**src/rtl/ofm_pkg.sv**
```systemverilog
`default_nettype none
// ============================================================================
// Module   : ofm_pkg
// Purpose  : Shared field offsets, widths and FSM encoding for the OFM TX reader
// Revision : 1.0
// ============================================================================
package ofm_pkg;

    localparam int CTRL_W        = 64;
    localparam int DATA_W        = 73;
    localparam int KEEP_W        = 8;
    localparam int TDATA_W       = 64;

    localparam int CTRL_LEN_LSB  = 0;
    localparam int CTRL_LEN_W    = 16;
    localparam int CTRL_DROP_BIT = 16;

    localparam int DATA_LSB      = 0;
    localparam int DATA_KEEP_LSB = 64;
    localparam int DATA_LAST_BIT = 72;

    typedef enum logic [1:0] {
        ST_IDLE = 2'd0,
        ST_SEND = 2'd1,
        ST_DROP = 2'd2
    } state_t;

    function automatic logic [3:0] popcount8(input logic [KEEP_W-1:0] k);
        logic [3:0] n;
        n = 4'd0;
        for (int i = 0; i < KEEP_W; i++) begin
            n = n + {3'b000, k[i]};
        end
        return n;
    endfunction

endpackage
`default_nettype wire

```
**src/rtl/ofm_axis_reg.sv**
```systemverilog
`default_nettype none
// ============================================================================
// Module   : ofm_axis_reg
// Purpose  : One-entry AXI-Stream output stage; holds a beat until accepted
// Revision : 1.0
// ============================================================================
module ofm_axis_reg
    import ofm_pkg::*;
(
    input  logic               clk,
    input  logic               rst_n,
    input  logic               load,
    input  logic [TDATA_W-1:0] in_data,
    input  logic [KEEP_W-1:0]  in_keep,
    input  logic               in_last,
    input  logic               in_user,
    output logic               tvalid,
    output logic [TDATA_W-1:0] tdata,
    output logic [KEEP_W-1:0]  tkeep,
    output logic               tlast,
    output logic               tuser,
    input  logic               tready
);

    // The producer only asserts load when the stage is empty or draining,
    // so a load always wins over the accept-clear.
    always_ff @(posedge clk or negedge rst_n) begin
        if (!rst_n) begin
            tvalid <= 1'b0;
            tdata  <= '0;
            tkeep  <= '0;
            tlast  <= 1'b0;
            tuser  <= 1'b0;
        end else if (load) begin
            tvalid <= 1'b1;
            tdata  <= in_data;
            tkeep  <= in_keep;
            tlast  <= in_last;
            tuser  <= in_user;
        end else if (tready) begin
            tvalid <= 1'b0;
        end
    end

endmodule
`default_nettype wire

```
**src/rtl/ofm_tx_reader.sv**
```systemverilog
`default_nettype none
// ============================================================================
// Module   : ofm_tx_reader
// Purpose  : Pops ctrl/data FIFOs and streams frames to the MAC over AXI-Stream
// Revision : 1.0
// ============================================================================
module ofm_tx_reader
    import ofm_pkg::*;
#(
    parameter int C_LEN_CHECK  = 1,
    parameter int C_UNDERRUN_W = 16
) (
    input  logic                    tx_clk,
    input  logic                    tx_resetn,
    input  logic [CTRL_W-1:0]       ctrl_fifo_rdata,
    input  logic                    ctrl_fifo_empty,
    output logic                    ctrl_fifo_rden,
    input  logic [DATA_W-1:0]       data_fifo_rdata,
    input  logic                    data_fifo_empty,
    output logic                    data_fifo_rden,
    output logic [TDATA_W-1:0]      tx_axis_tdata,
    output logic [KEEP_W-1:0]       tx_axis_tkeep,
    output logic                    tx_axis_tlast,
    output logic                    tx_axis_tuser,
    output logic                    tx_axis_tvalid,
    input  logic                    tx_axis_tready,
    input  logic                    enable,
    output logic                    busy,
    output logic                    len_err,
    output logic                    drop_pulse,
    output logic [31:0]             frame_cnt,
    output logic [C_UNDERRUN_W-1:0] underrun_cnt
);

    state_t                state;
    logic                  run;
    logic [CTRL_LEN_W-1:0] frame_len;
    logic [CTRL_LEN_W-1:0] byte_cnt;
    logic [CTRL_LEN_W-1:0] beat_total;
    logic                  len_mismatch;
    logic                  ctrl_pop;
    logic                  send_pop;
    logic                  drop_pop;
    logic                  unused_ctrl_bits;

    logic [TDATA_W-1:0]    d_data;
    logic [KEEP_W-1:0]     d_keep;
    logic                  d_last;

    assign d_data = data_fifo_rdata[DATA_LSB +: TDATA_W];
    assign d_keep = data_fifo_rdata[DATA_KEEP_LSB +: KEEP_W];
    assign d_last = data_fifo_rdata[DATA_LAST_BIT];

    assign unused_ctrl_bits = ^ctrl_fifo_rdata[CTRL_W-1:CTRL_DROP_BIT+1];

    // run blocks the ctrl pop while in reset and for the first cycle after it
    assign ctrl_pop = run & (state == ST_IDLE) & enable & ~ctrl_fifo_empty;
    assign send_pop = (state == ST_SEND) & ~data_fifo_empty
                    & (~tx_axis_tvalid | tx_axis_tready);
    assign drop_pop = (state == ST_DROP) & ~data_fifo_empty;

    assign ctrl_fifo_rden = ctrl_pop;
    assign data_fifo_rden = send_pop | drop_pop;

    assign beat_total = byte_cnt + CTRL_LEN_W'(popcount8(d_keep));

    generate
        if (C_LEN_CHECK != 0) begin : g_len_check
            assign len_mismatch = d_last & (beat_total != frame_len);
        end else begin : g_no_len_check
            assign len_mismatch = 1'b0;
        end
    endgenerate

    assign busy = (state != ST_IDLE) | tx_axis_tvalid;

    always_ff @(posedge tx_clk or negedge tx_resetn) begin
        if (!tx_resetn) begin
            state      <= ST_IDLE;
            run        <= 1'b0;
            frame_len  <= '0;
            byte_cnt   <= '0;
            len_err    <= 1'b0;
            drop_pulse <= 1'b0;
        end else begin
            run        <= 1'b1;
            len_err    <= 1'b0;
            drop_pulse <= 1'b0;
            case (state)
                ST_IDLE: begin
                    if (ctrl_pop) begin
                        frame_len <= ctrl_fifo_rdata[CTRL_LEN_LSB +: CTRL_LEN_W];
                        byte_cnt  <= '0;
                        state     <= ctrl_fifo_rdata[CTRL_DROP_BIT] ? ST_DROP : ST_SEND;
                    end
                end
                ST_SEND: begin
                    if (send_pop) begin
                        byte_cnt <= beat_total;
                        if (d_last) begin
                            len_err <= len_mismatch;
                            state   <= ST_IDLE;
                        end
                    end
                end
                ST_DROP: begin
                    if (drop_pop && d_last) begin
                        drop_pulse <= 1'b1;
                        state      <= ST_IDLE;
                    end
                end
                default: state <= ST_IDLE;
            endcase
        end
    end

    always_ff @(posedge tx_clk or negedge tx_resetn) begin
        if (!tx_resetn) begin
            frame_cnt    <= '0;
            underrun_cnt <= '0;
        end else begin
            if (tx_axis_tvalid && tx_axis_tready && tx_axis_tlast) begin
                frame_cnt <= frame_cnt + 32'd1;
            end
            if ((state == ST_SEND) && data_fifo_empty && !tx_axis_tvalid
                && (underrun_cnt != '1)) begin
                underrun_cnt <= underrun_cnt + C_UNDERRUN_W'(1);
            end
        end
    end

    ofm_axis_reg u_axis_reg (
        .clk     (tx_clk),
        .rst_n   (tx_resetn),
        .load    (send_pop),
        .in_data (d_data),
        .in_keep (d_keep),
        .in_last (d_last),
        .in_user (len_mismatch),
        .tvalid  (tx_axis_tvalid),
        .tdata   (tx_axis_tdata),
        .tkeep   (tx_axis_tkeep),
        .tlast   (tx_axis_tlast),
        .tuser   (tx_axis_tuser),
        .tready  (tx_axis_tready)
    );

endmodule
`default_nettype wire

```
**config.mk**
```make
export PLATFORM = sky130hd
export DESIGN_NAME = ofm_tx_reader
export DESIGN_NICKNAME = d
export VERILOG_FILES = /design/src/rtl/ofm_pkg.sv /design/src/rtl/ofm_axis_reg.sv /design/src/rtl/ofm_tx_reader.sv
export SDC_FILE = /design/constraint.sdc
export NUM_CORES = 1
export LEC_CHECK = 0
export CORE_MARGIN = 2
export CORE_UTILIZATION = 35
export DETAILED_ROUTE_END_ITERATION = 8
export DONT_BUFFER_PORTS = 1
export PLACE_DENSITY = 0.45
export SYNTH_ARGS = -nofsm -noshare
export SYNTH_HDL_FRONTEND = slang
export SYNTH_SLANG_ARGS = --single-unit
```
**constraint.sdc**
```tcl
create_clock -name tx_clk -period 7.85 [get_ports tx_clk]
set_input_delay 0.3925 -clock tx_clk [delete_from_list [all_inputs] [get_ports tx_clk]]
set_output_delay 0.3925 -clock tx_clk [all_outputs]
set_load 0.05 [all_outputs]
```
==> flow_summary.yaml <==
run_status:
  status: "finished, violations left"
  violations: "negative hold slack"
timing:
  fmax_ghz: 0.2444
  finalHoldViolations: 5
  slew_violations: 0
  hold_slack_ns: -0.008643
  setup-violations-final: 0
  rsz0062_at_grt: "false"
  tightestPinTransition_ns: 1.152
  slew_headroom_pct: 22.89
  setup_slack_ns: 3.758
  timing.final.crit_share_pct: 52.13
  period_minus_slack_ns: 4.092
  timing.setup.tns_ns: 0
  skew_ns: 0.01277
setup_path:
  arrival_ns: 4.38
  cpPeakStageDelay_ns: 0.52
  crit_fanout: 4
  cpMostUsedCell: "fa_1"
  slowest_stage: "fa_1"
  cp_top_family: "adder cells"
  path_cells: "fa_1, inv_1, fa_1, fa_1, fa_1, fa_1, nand2b_1, a211oi_2, nor3b_1, a311oi_1, nand4_1, a2111oi_2, o21ai_1"
  start_kind: "input pin"
  path_class: "in2reg"
  cp_num_buf_inv: 1
  crit_required_ns: 8.14
  cp-end-kind: "register"
cells_and_area:
  num_antenna_cells: 0
  regArea_um2: 4004
  multi_input_area_um2: 2978
  drive_gt1_share_pct: 6.053
  final.fill_count: 2048
  syn2layout_area_growth_pct: 12.37
  nets: 904
floorplan:
  die_area_um2: 21610
  dieHeight_um: 147.0
  rows: 52
  ios: 271
  start_util_pct: 35.50
  coreArea_um2: 20170
  die_w_um: 147.0
routing:
  drtIter0Drc: 187
  dr.pass1.iters: 5
  vias: 5006
  wl_per_cell_um: 16.71
  drc: 0
  antenna_left: 0
  drt-total-wl_mm: 17.21
  viasPerCell: 4.860
yosys:
  syn_area_um2: 7159
  synth_cell_types: 46
  ys_seq_area_share_pct: 55.92
  synth_top_area_share_pct: 55.92
  synth.net_count: 914
  synth-main-ff-cell: "dfrtp_1"
  ys_top_cells_by_area: "dfrtp_1 56%, nand2_1 16%, xnor2_1 6.0%"
  synth_area_per_cell_um2: 9.445
  synth_top_cell_by_area: "dfrtp_1"
  synth-seq-cells: 160
  syn_inst: 758
  synth-edff-count: 0
  ys_async_sr_fraction_pct: 100.0
  yosysWarnings: 0
pwr:
  p_comb_share_pct: 19.5
  power_uw: 3584
  p_clk_share_pct: 24.5
  cellPowerDensity_nw_per_um2: 445.4
  ir_drop_v: 0.0001712
  switching_share_pct: 47.61
  seqPwrFrac_pct: 56.0
  p_sw_uw: 1706
  power_leakage_uw: 0.003950
  p_int_uw: 1877
clock_tree:
  clk_latency_ns: 0.42
  ctsRootBufferMaster: "clkbuf_16"
  clk_pin_slew_ns: 0.06
  cts_hold_buf: 1
  clkSinkCount: 160
  cts_max_path_buffers: 2
  cts_setup_buffers: 0
  cts_resized: 0
  htree_levels: 4
  cts_made_buffers: 17
  cts_tree: "built"
global_route:
  grt_usage_pct: 16.20
  grt_pass1_vias: 5083
  grt_max_degree: 161
  grt_pass1_wl_mm: 27.81
  overflow: 0
  antenna_found_initial: 0
placement:
  hpwl_mm: 11.73
  place_congestion: 0.7956
  io_buffers: 0
  pre_cts_ws_ns: 3.320
worst_hold_path:
  hold_path_class: "in2async"
flow_run:
  cap_violations: 0
==> registers in the layout (all words and copies together), names as in the netlist <==
signal,cells
byte_cnt,16
state,2
u_axis_reg.tuser,1
run,1
drop_pulse,1
frame_cnt,32
len_err,1
u_axis_reg.tlast,1
underrun_cnt,16
u_axis_reg.tdata,64
u_axis_reg.tvalid,1
u_axis_reg.tkeep,8
frame_len,16
==> Yosys cell counts, drive strengths merged, types with 2 or more instances <==
master   number
nand2       296
dfrtp       160
xnor2        49
o21ai        35
nor2         27
clkbuf       23
xor2         22
nand3        19
inv          16
nand4        16
and3         14
a21oi         9
buf           9
ha            8
and4          7
nand2b        6
fa            5
o31ai         4
and2          3
mux2          3
mux2i         3
a22o          2
nor3          2
nor3b         2
o2111ai       2
or3           2
==> placed cells by master (no fill, tap or decap), types with 2 or more instances in the layout <==
master     netlist  routed
a21oi_1          8       8
a22o_1           2       2
and2_1           3       2
and3_1          13      13
and4_1           7       7
buf_4            0       2
bufinv_16        0       4
clkbuf_16        0      17
clkinv_2         0       4
clkinv_4         0       3
dfrtp_1        160     160
fa_1             5       5
ha_1             8       8
inv_1           16      16
inv_6            0       2
mux2_2           3       3
mux2i_1          3       3
nand2_1        296     295
nand2b_1         6       6
nand3_1         19      19
nand4_1         16      16
nor2_1          26      26
nor3b_1          2       2
o2111ai_1        2       2
o21ai_0         33      32
o21ai_1          2       3
o31ai_1          4       4
or3_1            2       2
xnor2_1         49      49
xor2_1          22      22
==> power by group through the flow <==
stage	clock (uW)	combinational, uW	sequential (uW)
after CTS	906	714	2010
after detailed placement	0	693	2030
after global placement	0	667	2030
after global routing	947	822	2040
final	878	698	2010
after floorplan	0	568	1940
==> metrics by stage <==
stage	hold slack, ns	cell area [um^2]	utilization, %	std cells
finish	-0.008643	8045	39.89	1030
global route	0.01539	8045	39.89	1030
CTS	0.02412	8045	39.89	1030
detailed placement	0.1018	7395	36.66	998
floorplan	0.09691	7159	-	758
global placement	0.1020	7395	36.66	998
==> final timing paths <==
path	startpoint	end	slack [ns]	cells past startpoint
worst max-delay path	data_fifo_rdata[64]	u_axis_reg.tuser$_DFFE_PN0P_	3.76	13
worst min-delay path	tx_resetn	underrun_cnt[6]$_DFFE_PN0P_	-0.009	1
worst max register to register	byte_cnt[0]$_DFFE_PN0P_	u_axis_reg.tuser$_DFFE_PN0P_	3.89	12
worst min register to register	state[0]$_DFFE_PN0P_	state[1]$_DFFE_PN0P_	0.48	1
max in group asynchronous	tx_resetn	u_axis_reg.tdata[23]$_DFFE_PN0P_	7.26	1
min in group tx_clk	data_fifo_empty	drop_pulse$_DFF_PN0_	0.05	1
==> cell type report <==
class	instances	area share, %
Timing Repair Buffer	3	0.5288
Clock inverter	13	2.286
Sequential cell	160	49.77
Tap cell	270	4.199
Inverter	16	0.7465
Clock buffer	18	5.459
Multi-Input combinational cell	550	37.01
==> cell families after synthesis <==
logic type               after synthesis  share of synthesized area, %
adder cells (fa/ha/maj)               13                         2.796
multiplexers                           6                        0.8913
other                                  1                       0.05238
buffers and inverters                 48                         2.604
AO/OA/AOI/OAI                         61                         5.313
AND/OR/NAND/NOR                      398                         23.73
flip-flops                           160                         55.92
XOR/XNOR                              71                         8.686
==> per-layer routing <==
layer / track usage [%] / wire (um)
met1: 20.61 / 7370
met4: 5.529 / 374
met2: 25.68 / 8134
met5: 0 / 0
met3: 5.932 / 1328
(Power assumes the default switching activity.)
